$ cat src/rtl/scoreboarded_register_file_pkg.sv
// Shared types and constants for the tag-scoreboarded register file.
package regfile_pkg;

  localparam int REGFILE_DATA_W   = 16;
  localparam int REGFILE_TAG_W    = 3;
  localparam int REGFILE_ZERO_REG = 0;

  typedef logic [REGFILE_TAG_W-1:0] tag_t;

  // Read ports are packed side by side; port p starts at p*width.
  function automatic int portLsb(input int port, input int width);
    return port * width;
  endfunction

endpackage

$ cat src/rtl/scoreboarded_register_file_if.sv
// Issue/writeback bus of the scoreboarded register file; master drives, slave is the file.
interface scoreboarded_register_file_if
  import regfile_pkg::*;
#(
  parameter int DATABITWIDTH    = REGFILE_DATA_W,
  parameter int REGADDRBITWIDTH = 4,
  parameter int READPORTS       = 2,
  parameter int TAGBITWIDTH     = REGFILE_TAG_W
);
  logic [READPORTS*REGADDRBITWIDTH-1:0] Read_Address;
  logic [READPORTS-1:0]                 Read_En;
  logic [READPORTS*DATABITWIDTH-1:0]    Read_Data;
  logic                                 Dirty_Set;
  logic [REGADDRBITWIDTH-1:0]           Dirty_Address;
  logic [TAGBITWIDTH-1:0]               Dirty_Tag;
  logic                                 Mem_Write_En;
  logic [REGADDRBITWIDTH-1:0]           Mem_Write_Address;
  logic [TAGBITWIDTH-1:0]               Mem_Write_Tag;
  logic [DATABITWIDTH-1:0]              Mem_Write_Data;
  logic                                 Write_En;
  logic [REGADDRBITWIDTH-1:0]           Write_Address;
  logic [DATABITWIDTH-1:0]              Write_Data;
  logic                                 Mem_Write_Stale;
  logic                                 RegistersSync;
  logic                                 RegisterStallOut;

  modport master (
    output Read_Address, Read_En, Dirty_Set, Dirty_Address, Dirty_Tag,
           Mem_Write_En, Mem_Write_Address, Mem_Write_Tag, Mem_Write_Data,
           Write_En, Write_Address, Write_Data,
    input  Read_Data, Mem_Write_Stale, RegistersSync, RegisterStallOut
  );

  modport slave (
    input  Read_Address, Read_En, Dirty_Set, Dirty_Address, Dirty_Tag,
           Mem_Write_En, Mem_Write_Address, Mem_Write_Tag, Mem_Write_Data,
           Write_En, Write_Address, Write_Data,
    output Read_Data, Mem_Write_Stale, RegistersSync, RegisterStallOut
  );
endinterface

$ cat src/rtl/scoreboarded_register_file_cell.sv
// One scoreboarded register: data, pending-load flag and the tag of the newest load.
module scoreboard_reg_cell
  import regfile_pkg::*;
#(
  parameter int DW = REGFILE_DATA_W,
  parameter int TW = REGFILE_TAG_W
) (
  input  logic          clk,
  input  logic          rst,
  input  logic          clk_en,
  input  logic          accept_i,
  input  logic [DW-1:0] memData_i,
  input  logic          set_i,
  input  logic [TW-1:0] setTag_i,
  input  logic          write_i,
  input  logic [DW-1:0] writeData_i,
  output logic [DW-1:0] data_o,
  output logic          dirty_o,
  output logic [TW-1:0] tag_o
);

  logic [DW-1:0] data_q, data_d;
  logic          dirty_q, dirty_d;
  logic [TW-1:0] tag_q, tag_d;

  // ALU data beats load data; a new load marking beats the clear from a return.
  always_comb begin
    data_d  = data_q;
    dirty_d = dirty_q;
    tag_d   = tag_q;
    if (accept_i) begin
      data_d  = memData_i;
      dirty_d = 1'b0;
    end
    if (write_i) begin
      data_d = writeData_i;
    end
    if (set_i) begin
      dirty_d = 1'b1;
      tag_d   = setTag_i;
    end
  end

  always_ff @(posedge clk or posedge rst) begin
    if (rst) begin
      data_q  <= '0;
      dirty_q <= 1'b0;
      tag_q   <= '0;
    end else if (clk_en) begin
      data_q  <= data_d;
      dirty_q <= dirty_d;
      tag_q   <= tag_d;
    end
  end

  assign data_o  = data_q;
  assign dirty_o = dirty_q;
  assign tag_o   = tag_q;

endmodule

$ cat src/rtl/scoreboarded_register_file.sv
// Multi-port register file with per-register load tags and stall generation.
// Define REGFILE_BYPASS_EN to forward same-cycle ALU/memory writes to the read ports.
module scoreboarded_register_file
  import regfile_pkg::*;
#(
  parameter int DATABITWIDTH    = REGFILE_DATA_W,
  parameter int REGISTERCOUNT   = 16,
  parameter int REGADDRBITWIDTH = 4,
  parameter int READPORTS       = 2,
  parameter int TAGBITWIDTH     = REGFILE_TAG_W
) (
  input logic clk,
  input logic async_rst,
  input logic clk_en,
  scoreboarded_register_file_if.slave bus
);

  logic [DATABITWIDTH-1:0]           regData [REGISTERCOUNT];
  logic [TAGBITWIDTH-1:0]            regTag  [REGISTERCOUNT];
  logic [REGISTERCOUNT-1:0]          regDirty;
  logic [REGADDRBITWIDTH-1:0]        portAddr  [READPORTS];
  logic [DATABITWIDTH-1:0]           portData  [READPORTS];
  logic                              portDirty [READPORTS];
  logic [READPORTS*DATABITWIDTH-1:0] readData;
  logic                              memAccepted;
  logic                              registerStall;
  logic                              stallBuffer_q, stallBuffer_d;
  logic                              stale_q, stale_d;

  assign regData[0]  = '0;
  assign regTag[0]   = '0;
  assign regDirty[0] = 1'b0;

  // A return retires only if it carries the tag of the newest load to that register.
  assign memAccepted = bus.Mem_Write_En && regDirty[bus.Mem_Write_Address] &&
                       (regTag[bus.Mem_Write_Address] == bus.Mem_Write_Tag);

  for (genvar r = 1; r < REGISTERCOUNT; r++) begin : g_cell
    localparam logic [REGADDRBITWIDTH-1:0] ADDR = REGADDRBITWIDTH'(r);
    scoreboard_reg_cell #(.DW(DATABITWIDTH), .TW(TAGBITWIDTH)) u_cell (
      .clk        (clk),
      .rst        (async_rst),
      .clk_en     (clk_en),
      .accept_i   (memAccepted && (bus.Mem_Write_Address == ADDR)),
      .memData_i  (bus.Mem_Write_Data),
      .set_i      (bus.Dirty_Set && (bus.Dirty_Address == ADDR)),
      .setTag_i   (bus.Dirty_Tag),
      .write_i    (bus.Write_En && (bus.Write_Address == ADDR)),
      .writeData_i(bus.Write_Data),
      .data_o     (regData[r]),
      .dirty_o    (regDirty[r]),
      .tag_o      (regTag[r])
    );
  end

  always_comb begin
    registerStall = 1'b0;
    readData      = '0;
    for (int p = 0; p < READPORTS; p++) begin
      portAddr[p]  = bus.Read_Address[portLsb(p, REGADDRBITWIDTH) +: REGADDRBITWIDTH];
      portData[p]  = regData[portAddr[p]];
      portDirty[p] = regDirty[portAddr[p]];
`ifdef REGFILE_BYPASS_EN
      if (bus.Write_En && (bus.Write_Address == portAddr[p]) &&
          (portAddr[p] != REGADDRBITWIDTH'(REGFILE_ZERO_REG))) begin
        portData[p] = bus.Write_Data;
      end else if (memAccepted && (bus.Mem_Write_Address == portAddr[p])) begin
        portData[p] = bus.Mem_Write_Data;
      end
      if (memAccepted && (bus.Mem_Write_Address == portAddr[p]) &&
          !(bus.Dirty_Set && (bus.Dirty_Address == portAddr[p]))) begin
        portDirty[p] = 1'b0;
      end
`endif
      readData[portLsb(p, DATABITWIDTH) +: DATABITWIDTH] = portData[p];
      registerStall = registerStall | (bus.Read_En[p] & portDirty[p]);
    end
  end

  // The buffer only re-samples while stalling or on a memory return, stretching the stall.
  always_comb begin
    stale_d       = bus.Mem_Write_En && !memAccepted;
    stallBuffer_d = stallBuffer_q;
    if (registerStall || bus.Mem_Write_En) begin
      stallBuffer_d = registerStall;
    end
  end

  always_ff @(posedge clk or posedge async_rst) begin
    if (async_rst) begin
      stallBuffer_q <= 1'b0;
      stale_q       <= 1'b0;
    end else if (clk_en) begin
      stallBuffer_q <= stallBuffer_d;
      stale_q       <= stale_d;
    end
  end

  assign bus.Read_Data        = readData;
  assign bus.Mem_Write_Stale  = stale_q;
  assign bus.RegistersSync    = ~|regDirty;
  assign bus.RegisterStallOut = registerStall | stallBuffer_q;

endmodule

$ cat src/flat_wrapper.sv
// flat-port wrapper written by rule: the top's interface ports become plain ports
module scoreboarded_register_file_flat import regfile_pkg::*;
#(
  parameter int DATABITWIDTH    = REGFILE_DATA_W,
  parameter int REGISTERCOUNT   = 16,
  parameter int REGADDRBITWIDTH = 4,
  parameter int READPORTS       = 2,
  parameter int TAGBITWIDTH     = REGFILE_TAG_W
)
  (clk, async_rst, clk_en, bus_Read_Address, bus_Read_En, bus_Dirty_Set, bus_Dirty_Address, bus_Dirty_Tag, bus_Mem_Write_En, bus_Mem_Write_Address, bus_Mem_Write_Tag, bus_Mem_Write_Data, bus_Write_En, bus_Write_Address, bus_Write_Data, bus_Read_Data, bus_Mem_Write_Stale, bus_RegistersSync, bus_RegisterStallOut);
  scoreboarded_register_file_if #(.DATABITWIDTH(DATABITWIDTH), .REGADDRBITWIDTH(REGADDRBITWIDTH), .READPORTS(READPORTS), .TAGBITWIDTH(TAGBITWIDTH)) bus_i ();
  input logic clk;
  input logic async_rst;
  input logic clk_en;
  input wire logic [$bits(bus_i.Read_Address)-1:0] bus_Read_Address;
  input wire logic [$bits(bus_i.Read_En)-1:0] bus_Read_En;
  input wire logic [$bits(bus_i.Dirty_Set)-1:0] bus_Dirty_Set;
  input wire logic [$bits(bus_i.Dirty_Address)-1:0] bus_Dirty_Address;
  input wire logic [$bits(bus_i.Dirty_Tag)-1:0] bus_Dirty_Tag;
  input wire logic [$bits(bus_i.Mem_Write_En)-1:0] bus_Mem_Write_En;
  input wire logic [$bits(bus_i.Mem_Write_Address)-1:0] bus_Mem_Write_Address;
  input wire logic [$bits(bus_i.Mem_Write_Tag)-1:0] bus_Mem_Write_Tag;
  input wire logic [$bits(bus_i.Mem_Write_Data)-1:0] bus_Mem_Write_Data;
  input wire logic [$bits(bus_i.Write_En)-1:0] bus_Write_En;
  input wire logic [$bits(bus_i.Write_Address)-1:0] bus_Write_Address;
  input wire logic [$bits(bus_i.Write_Data)-1:0] bus_Write_Data;
  output wire logic [$bits(bus_i.Read_Data)-1:0] bus_Read_Data;
  output wire logic [$bits(bus_i.Mem_Write_Stale)-1:0] bus_Mem_Write_Stale;
  output wire logic [$bits(bus_i.RegistersSync)-1:0] bus_RegistersSync;
  output wire logic [$bits(bus_i.RegisterStallOut)-1:0] bus_RegisterStallOut;
  assign bus_i.Read_Address = bus_Read_Address;
  assign bus_i.Read_En = bus_Read_En;
  assign bus_i.Dirty_Set = bus_Dirty_Set;
  assign bus_i.Dirty_Address = bus_Dirty_Address;
  assign bus_i.Dirty_Tag = bus_Dirty_Tag;
  assign bus_i.Mem_Write_En = bus_Mem_Write_En;
  assign bus_i.Mem_Write_Address = bus_Mem_Write_Address;
  assign bus_i.Mem_Write_Tag = bus_Mem_Write_Tag;
  assign bus_i.Mem_Write_Data = bus_Mem_Write_Data;
  assign bus_i.Write_En = bus_Write_En;
  assign bus_i.Write_Address = bus_Write_Address;
  assign bus_i.Write_Data = bus_Write_Data;
  assign bus_Read_Data = bus_i.Read_Data;
  assign bus_Mem_Write_Stale = bus_i.Mem_Write_Stale;
  assign bus_RegistersSync = bus_i.RegistersSync;
  assign bus_RegisterStallOut = bus_i.RegisterStallOut;
  scoreboarded_register_file #(.DATABITWIDTH(DATABITWIDTH), .REGISTERCOUNT(REGISTERCOUNT), .REGADDRBITWIDTH(REGADDRBITWIDTH), .READPORTS(READPORTS), .TAGBITWIDTH(TAGBITWIDTH)) u_core (.clk(clk), .async_rst(async_rst), .clk_en(clk_en), .bus(bus_i));
endmodule
$ cat config.mk
export PLATFORM = sky130hd
export DESIGN_NAME = scoreboarded_register_file_flat
export DESIGN_NICKNAME = d
export VERILOG_FILES = /design/src/rtl/scoreboarded_register_file_pkg.sv /design/src/rtl/scoreboarded_register_file_if.sv /design/src/rtl/scoreboarded_register_file_cell.sv /design/src/rtl/scoreboarded_register_file.sv /design/src/flat_wrapper.sv
export SDC_FILE = /design/constraint.sdc
export NUM_CORES = 1
export LEC_CHECK = 0
export CORE_ASPECT_RATIO = 1.25
export CORE_UTILIZATION = 45
export CTS_CLUSTER_SIZE = 28
export DETAILED_ROUTE_END_ITERATION = 10
export GPL_TIMING_DRIVEN = 0
export PLACE_DENSITY_LB_ADDON = 0.15
export SLEW_MARGIN = 5
export SYNTH_ARGS = -nofsm -noshare
export SYNTH_HDL_FRONTEND = slang
export SYNTH_SLANG_ARGS = --single-unit
$ cat constraint.sdc
create_clock -name clk -period 13.6 [get_ports clk]
set_input_delay 3.4 -clock clk [delete_from_list [all_inputs] [get_ports clk]]
set_output_delay 3.4 -clock clk [all_outputs]
set_load 0.02 [all_outputs]
==> metrics.txt <==
# TYPE chip_impl_metric gauge
chip_impl_metric{name="grt.total_usage",unit="%"} 32.62
chip_impl_info{name="worst_path_most_repeated_cell",value="sky130_fd_sc_hd__clkbuf_1"} 1
chip_impl_metric{name="netlist_instances",unit=""} 1686
chip_impl_metric{name="worstPathMaxFanout",unit=""} 10
chip_impl_metric{name="synth_nets",unit=""} 1752
chip_impl_metric{name="first_pass_grt_wire_length",unit="um"} 98750
chip_impl_metric{name="actual_transition_at_the_worst_max_transition_pin",unit="ns"} 1.287
chip_impl_metric{name="leakage",unit="nW"} 8.966
chip_impl_info{name="critical_path.reg2reg.startpoint",value="u_core.g_cell[1].u_cell.tag_o[1]$_DFFE_PP0P_"} 1
chip_impl_metric{name="placementRows",unit=""} 82
chip_impl_metric{name="drtPass1Iterations",unit=""} 6
chip_impl_metric{name="grt_remaining_overflow",unit=""} 0
chip_impl_info{name="cts_tree",value="yes"} 1
chip_impl_metric{name="floorplan.die.width",unit="um"} 182.0
chip_impl_metric{name="clk_pin_slew",unit="ns"} 0.06
chip_impl_metric{name="routabilityCongestion",unit=""} 0.9983
chip_impl_metric{name="max-clock-path-buffers",unit=""} 3
chip_impl_info{name="start_kind",value="input port"} 1
chip_impl_metric{name="synth_sequential_area_ratio",unit="%"} 41.46
chip_impl_metric{name="io-pin-count",unit=""} 101
chip_impl_metric{name="fp.dieArea",unit="um2"} 41330
chip_impl_metric{name="yosys.cell_types.count",unit=""} 58
chip_impl_metric{name="area.growth.synth_to_final",unit="%"} 14.99
chip_impl_metric{name="postSynthRegisterBits",unit=""} 302
chip_impl_info{name="hold_start",value="u_core.stallBuffer_q$_DFFE_PP0P_"} 1
chip_impl_metric{name="final_cycle_utilization_of_the_critical_path",unit="%"} 80.61
chip_impl_metric{name="dp_slack",unit="ns"} 2.719
chip_impl_metric{name="worstRegToRegCells",unit=""} 9
chip_impl_info{name="peak_usage_layer_in_the_global_routing_report",value="met2"} 1
chip_impl_info{name="critical_path.endpoint_type",value="primary output"} 1
chip_impl_metric{name="core_area",unit="um2"} 40010
chip_impl_metric{name="cts_num_sinks",unit=""} 302
chip_impl_metric{name="cts_setup_buffers",unit=""} 0
chip_impl_metric{name="hold_path_depth",unit=""} 2
chip_impl_info{name="whs_endpoint",value="u_core.stallBuffer_q$_DFFE_PP0P_"} 1
chip_impl_metric{name="layout_min_cycle_time",unit="ns"} 10.96
chip_impl_metric{name="floorplan.die.height",unit="um"} 227.0
chip_impl_metric{name="final_layout_size_suffix_gt1_share",unit="%"} 18.61
chip_impl_metric{name="met1_usage",unit="%"} 40.15
chip_impl_info{name="grt_setup_unrepaired",value="false"} 1
chip_impl_metric{name="hold-worst-slack",unit="ns"} 0.4794
chip_impl_info{name="cts-root-buf",value="sky130_fd_sc_hd__clkbuf_16"} 1
chip_impl_metric{name="register_to_register_setup_slack",unit="ns"} 9.55
chip_impl_metric{name="clock_insertion_delay_at_the_later_pin_of_the_skew_report",unit="ns"} 0.55
chip_impl_metric{name="cp_slowest_stage_delay",unit="ns"} 1.01
chip_impl_metric{name="number_of_pins_with_negative_max_slew_slack_in_the_final_report",unit=""} 0
chip_impl_metric{name="final_hpwl_dp",unit="um"} 50000
chip_impl_metric{name="cts_made_buffers",unit=""} 35
chip_impl_metric{name="finish.utilization",unit="%"} 52.39
chip_impl_metric{name="grt_start_max_net_pins",unit=""} 107
chip_impl_metric{name="via_per_inst",unit=""} 6.606
chip_impl_metric{name="number_of_global_route_vias_before_repair",unit=""} 15360
chip_impl_metric{name="post_synth_instance_area",unit="um2"} 18230
chip_impl_metric{name="slew_headroom",unit="%"} 13.53
chip_impl_metric{name="drt-total-wl",unit="um"} 66590
chip_impl_metric{name="route.detailed.wl_per_inst",unit="um"} 28.41
chip_impl_metric{name="synth_area_per_cell",unit="um2"} 10.81
chip_impl_metric{name="antenna_found_initial",unit=""} 2
chip_impl_metric{name="synthesis.yosys.warnings",unit=""} 0
chip_impl_metric{name="fin_worst_skew",unit="ns"} 0.02458
chip_impl_metric{name="postRouteAntennaNets",unit=""} 0
chip_impl_metric{name="floorplan.initialDensity",unit="%"} 45.56
chip_impl_info{name="synth_ff_type",value="sky130_fd_sc_hd__dfrtp_1"} 1
chip_impl_metric{name="power.density_cell_area",unit="nW/um2"} 145.7
chip_impl_info{name="cpMaxStageDelayCell",value="sky130_fd_sc_hd__clkbuf_1"} 1
chip_impl_metric{name="asyncSetResetFlopFracSynth",unit="%"} 100.0
chip_impl_metric{name="ctsHoldBuffers",unit=""} 0
chip_impl_metric{name="nNetsFinal",unit=""} 1881
chip_impl_metric{name="place.detailed.instances",unit=""} 2282
chip_impl_metric{name="ctsResizeCount",unit=""} 0
chip_impl_info{name="min_path_type",value="reg2reg"} 1
chip_impl_metric{name="timing.max_cap.violations",unit=""} 0
chip_impl_metric{name="io_buffer_count",unit=""} 88
chip_impl_info{name="worstReg2RegEnd",value="u_core.g_cell[14].u_cell.data_o[3]$_DFFE_PP0P_"} 1
chip_impl_metric{name="num_vias",unit=""} 15480
chip_impl_metric{name="worst-endpoint-arrival",unit="ns"} 7.56
chip_impl_metric{name="synth-edff-count",unit=""} 0
chip_impl_metric{name="route.detailed.drc",unit=""} 0
chip_impl_metric{name="number_of_cells_in_the_finished_layout_apart_from_fillers",unit=""} 2344
chip_impl_metric{name="drt_iter0_drc",unit=""} 1871
chip_impl_metric{name="fin_ws",unit="ns"} 2.637
chip_impl_info{name="critical_path.cell_chain",value="clkbuf_1 -> clkbuf_1 -> clkbuf_1 -> clkbuf_1 -> mux4_2 -> mux4_2 -> clkdlybuf4s50_1"} 1
chip_impl_metric{name="power.ir.vdd_worst",unit="uV"} 96.80
chip_impl_info{name="outcome",value="finished, final reports clean"} 1
chip_impl_metric{name="grt.met3_usage",unit="%"} 5.535
chip_impl_metric{name="final_hold_vios",unit=""} 0
chip_impl_metric{name="fmax",unit="MHz"} 91.21
chip_impl_metric{name="worst_ep_required_time",unit="ns"} 10.20
chip_impl_metric{name="htree_levels",unit=""} 2
chip_impl_metric{name="finalSetupViolCount",unit=""} 0
chip_impl_info{name="worstSetupPathType",value="in2out"} 1
chip_impl_metric{name="use_met2",unit="%"} 56.24
## layout make-up
type	count	area, um2
Clock inverter	10	97.59
Fill cell	3621	19050
Clock buffer	50	1012
Multi-Input combinational cell	1115	9605
Antenna cell	2	5.005
Tap cell	504	630.6
Inverter	130	495.5
Buffer	139	588.1
Timing Repair Buffer	92	970.9
Sequential cell	302	7557
## how the worst max path moves through the flow
stage,end,cells after the start,start
floorplan,u_core.bus.Mem_Write_Stale$_DFFE_PP0P_,1,async_rst
global placement,u_core.g_cell[15].u_cell.data_o[2]$_DFFE_PP0P_,2,async_rst
detailed placement,bus_Read_Data[20],7,bus_Read_Address[5]
CTS,bus_Read_Data[20],7,bus_Read_Address[5]
global route,bus_Read_Data[20],7,bus_Read_Address[5]
finish,bus_Read_Data[20],7,bus_Read_Address[5]
## placed cells by master, fill, tap and decap left out, drive strengths merged, types with 4 or more instances in the layout
cell and count:
nor2 358, dfrtp 302, clkbuf 158, a221oi 146, mux4 139, inv 134
mux2 90, clkdlybuf4s50 88, mux2i 60, nand2 50, a22o 36, a211oi 35
buf 35, a21oi 34, o22ai 21, nand3 20, o21ai 17, nor2b 12
a21o 10, nor4 10, nand2b 8, nor3 7, and2 6, o21a 5
or3 5, o31a 4
## layer usage
layer | vias up | routed length [um] | share of wire (%)
met5 | - | 12 | 0.018
met4 | 2 | 2930 | 4.4
met3 | 197 | 5386 | 8.1
met2 | 879 | 33430 | 50
met1 | 7848 | 24830 | 37
li1 | 6558 | - | -
## power by group
| group | total (mW) | internal, mW | switching [mW] |
|---|---|---|---|
| clock | 0.946 | 0.540 | 0.406 |
| combinational | 0.838 | 0.450 | 0.387 |
| sequential | 1.27 | 1.11 | 0.164 |
## critical path: cells and delay by family
kind	cells	cell delay (ns)
buffers and inverters	5	3.13
multiplexers	2	1.01
## flip-flops by register name (all words and copies together) (netlist names)
register	count
u_core.g_cell.u_cell.data_o	240
u_core.g_cell.u_cell.tag_o	45
u_core.g_cell.u_cell.dirty_o	15
u_core.bus.Mem_Write_Stale	1
u_core.stallBuffer_q	1
## Yosys cell counts, types with 2 or more instances
master	number	share of area (%)
sky130_fd_sc_hd__o21ai_0	17	0.47
sky130_fd_sc_hd__nor2b_1	12	0.41
sky130_fd_sc_hd__mux2i_1	60	3.3
sky130_fd_sc_hd__o31ai_1	3	0.12
sky130_fd_sc_hd__a211oi_1	33	1.4
sky130_fd_sc_hd__mux2_2	90	5.6
sky130_fd_sc_hd__or3_1	5	0.17
sky130_fd_sc_hd__o21a_1	5	0.21
sky130_fd_sc_hd__a311oi_2	3	0.25
sky130_fd_sc_hd__nand3_1	20	0.55
sky130_fd_sc_hd__o31a_1	3	0.14
sky130_fd_sc_hd__or2_1	2	0.069
sky130_fd_sc_hd__o41ai_2	3	0.27
sky130_fd_sc_hd__a221oi_2	20	1.6
sky130_fd_sc_hd__nand2b_1	8	0.27
sky130_fd_sc_hd__buf_6	4	0.25
sky130_fd_sc_hd__o22ai_1	21	0.72
sky130_fd_sc_hd__nand4b_1	2	0.096
sky130_fd_sc_hd__nand4_1	3	0.10
sky130_fd_sc_hd__and3_1	3	0.10
sky130_fd_sc_hd__a21o_1	10	0.41
sky130_fd_sc_hd__or4_1	3	0.12
sky130_fd_sc_hd__clkbuf_1	108	2.2
sky130_fd_sc_hd__a221oi_1	126	6.1
sky130_fd_sc_hd__o211ai_1	2	0.082
sky130_fd_sc_hd__buf_4	2	0.082
sky130_fd_sc_hd__nor3_1	4	0.11
sky130_fd_sc_hd__buf_1	12	0.25
sky130_fd_sc_hd__a22o_1	36	1.7
sky130_fd_sc_hd__inv_1	130	2.7
sky130_fd_sc_hd__nor4_1	10	0.34
sky130_fd_sc_hd__and2_1	6	0.21
sky130_fd_sc_hd__nand2_1	50	1.0
sky130_fd_sc_hd__a21oi_1	34	0.93
sky130_fd_sc_hd__buf_2	12	0.33
sky130_fd_sc_hd__nand3b_1	2	0.082
sky130_fd_sc_hd__a22oi_1	3	0.12
sky130_fd_sc_hd__dfrtp_1	302	41
sky130_fd_sc_hd__mux4_2	139	17
sky130_fd_sc_hd__nor3_2	3	0.16
sky130_fd_sc_hd__nor2_1	358	7.4
## metrics by stage
stage / setup TNS (ns) / cell area [um2] / power [mW]
final: 0 / 20960 / 3.055
after global routing: 0 / 20960 / 3.181
after CTS: 0 / 20960 / 3.050
after detailed placement: 0 / 19850 / 2.107
after global placement: -703.84 / 19740 / 2.070
after floorplan: 0 / 18230 / 1.813
## logic make-up after synthesis
logic type | count (synthesis) | share of synthesized area, %
XOR/XNOR | 1 | 0.04805
AND/OR/NAND/NOR | 495 | 11.40
multiplexers | 289 | 26.03
flip-flops | 302 | 41.46
AO/OA/AOI/OAI | 330 | 15.18
buffers and inverters | 269 | 5.889
No activity file was read; power rests on OpenSTA's default activity.
==> RTL change: new RTL, same flow settings <==
`REGADDRBITWIDTH` is set to 4 in 3 places; all go to 5.
--- a/src/rtl/scoreboarded_register_file_if.sv
+++ b/src/rtl/scoreboarded_register_file_if.sv
@@ -3,7 +3,7 @@
   import regfile_pkg::*;
 #(
   parameter int DATABITWIDTH    = REGFILE_DATA_W,
-  parameter int REGADDRBITWIDTH = 4,
+  parameter int REGADDRBITWIDTH = 5,
   parameter int READPORTS       = 2,
   parameter int TAGBITWIDTH     = REGFILE_TAG_W
 );
--- a/src/rtl/scoreboarded_register_file.sv
+++ b/src/rtl/scoreboarded_register_file.sv
@@ -5,7 +5,7 @@
 #(
   parameter int DATABITWIDTH    = REGFILE_DATA_W,
   parameter int REGISTERCOUNT   = 16,
-  parameter int REGADDRBITWIDTH = 4,
+  parameter int REGADDRBITWIDTH = 5,
   parameter int READPORTS       = 2,
   parameter int TAGBITWIDTH     = REGFILE_TAG_W
 ) (
--- a/src/flat_wrapper.sv
+++ b/src/flat_wrapper.sv
@@ -3,7 +3,7 @@
 #(
   parameter int DATABITWIDTH    = REGFILE_DATA_W,
   parameter int REGISTERCOUNT   = 16,
-  parameter int REGADDRBITWIDTH = 4,
+  parameter int REGADDRBITWIDTH = 5,
   parameter int READPORTS       = 2,
   parameter int TAGBITWIDTH     = REGFILE_TAG_W
 )
Ports: changed (resized bus_Dirty_Address, bus_Mem_Write_Address, bus_Read_Address and bus_Write_Address); port bits go from 101 to 106. No check against the original RTL was run, so the function may have changed too.
==> RTL change against the unedited design <==
Setup slack got worse by 330 ps; area after synthesis grew 16%; final cell count up 29%; largest power group is now the clock network; final area grew 15%; power down 18%; sequential power down 23%; sequential cell count unchanged; routed wire length increased by 61%.
==> RTL change: results <==
metrics = {
    "outcome": {
        "status": "finished, final reports clean",
    },
    "route": {
        "m1WireLength_um": 36700,
        "wl_met2_um": 47400,
        "drt-vias-per-instance": 7.13,
        "wl_met3_um": 12100,
        "first_iter_violations": 2750,
        "wl_per_cell_um": 35.5,
        "vias": 21600,
    },
    "synthesis": {
        "synth_most_common_cell": "nand2_1",
        "syn_nets": 2350,
        "synthArstFlopShare": 1.00,
        "yosys-top-cells-area": "dfrtp_1, mux4_2, o211ai_1, nand2_1, a21oi_1",
        "ys_seq_area_frac": 0.357,
        "synth_cell_types": 52,
        "ys_top_cells_by_count": "nand2_1, dfrtp_1, a21oi_1, nor2_1, nand3_1",
        "ys_warn_count": 0,
        "syn_area_per_cell_um2": 9.29,
    },
    "final_layout": {
        "fillers": 4294,
        "drive_gt1_frac": 0.151,
        "clock_buffers": 53,
        "num-nonclk-buffers": 366,
        "clk_share": 0.0531,
        "buffer_area_frac": 0.0939,
        "num-nonclk-inverters": 19,
        "multiInputGateArea_um2": 12200,
        "nets": 2483,
        "sh_seq_area": 0.313,
        "antenna_cells": 6,
        "multi_input_cells": 1685,
        "largest_reg_flops": 240,
    },
    "worst_hold_path": {
        "hold_class": "flip-flop to flip-flop",
    },
    "pwr": {
        "p_leak_nw": 9.10,
        "p_per_area_nw_per_um2": 104,
        "peakVddDrop_mv": 0.0987,
    },
    "clock_tree": {
        "clockBufferDepth": 3,
        "cts_buffers": 38,
        "clock_sinks": 302,
        "root_buffer": "clkbuf_16",
        "cts_setup_buffers": 0,
        "clk_pin_slew_ps": 60,
        "clock_latency_ps": 600,
        "ctsResizeCount": 0,
    },
    "sta": {
        "tightest_slew_ps": 1390,
        "fin_skew_ps": 25.2,
        "holdWs_ps": 484,
    },
    "global_route": {
        "grtUsageMet3": 0.120,
        "use_met2": 0.683,
        "grt_pass1_vias": 20600,
        "antenna_found_initial": 9,
        "gr-usage-met1": 0.530,
        "grt_pass1_wl_um": 152000,
        "track_usage": 0.450,
        "grt_max_degree": 109,
    },
    "place": {
        "portBuffers": 91,
        "hpwl_um": 79600,
        "dpl-instance-area_um2": 22900,
        "gp_congestion": 1.06,
        "dp_slack_ps": 2470,
        "dp.cells": 2957,
    },
    "worst_setup_path": {
        "arrival_ps": 7890,
    },
}
## RTL change: changes by cell type after synthesis, sizes merged, moves of 137 or more
| cell | delta |
|---|---|
| nand2 | +273 |
| o211ai | +192 |
| nand3 | +185 |
| a21oi | +192 |
| nor2 | -137 |
| a221oi | -142 |
## RTL change: kinds of logic after synthesis
| family | share of synthesized area |
|---|---|
| DFF | 0.357 |
| AOI/OAI and AO/OA | 0.220 |
| muxes | 0.187 |
| buffers and inverters | 0.0649 |
| and+or+nand+nor | 0.171 |
## RTL change: path summary, 6_finish.rpt
| kind | from | end | slack (ps) | cells past startpoint |
|---|---|---|---|---|
| setup / recovery | bus_Read_Address[6] | bus_Read_Data[18] | 2310 | 7 |
| hold / removal | u_core.stallBuffer_q | u_core.stallBuffer_q | 480 | 2 |
| setup reg to reg | u_core.g_cell[15].u_cell.tag_o[0] | u_core.g_cell[7].u_cell.data_o[1] | 9850 | 9 |
| hold reg to reg | u_core.stallBuffer_q | u_core.stallBuffer_q | 480 | 2 |
| max in group asynchronous | async_rst | u_core.g_cell[11].u_cell.data_o[14] | 8650 | 4 |
| min in group asynchronous | async_rst | u_core.g_cell[1].u_cell.data_o[11] | 3410 | 2 |
## RTL change: power by group
part	total (mW)	leakage, nW	switching [mW]	internal, mW
Sequential	0.976	2.94	0.0394	0.937
Clock	1.08	0.627	0.445	0.636
Combinational	0.444	5.54	0.286	0.159
Total	2.50	9.10	0.770	1.73
## RTL change: critical path, stage by stage
cell,delay [ps]
clkdlybuf4s50_1,560
clkbuf_1,760
clkbuf_1,680
buf_1,800
mux4_2,530
mux4_2,560
clkdlybuf4s50_1,570
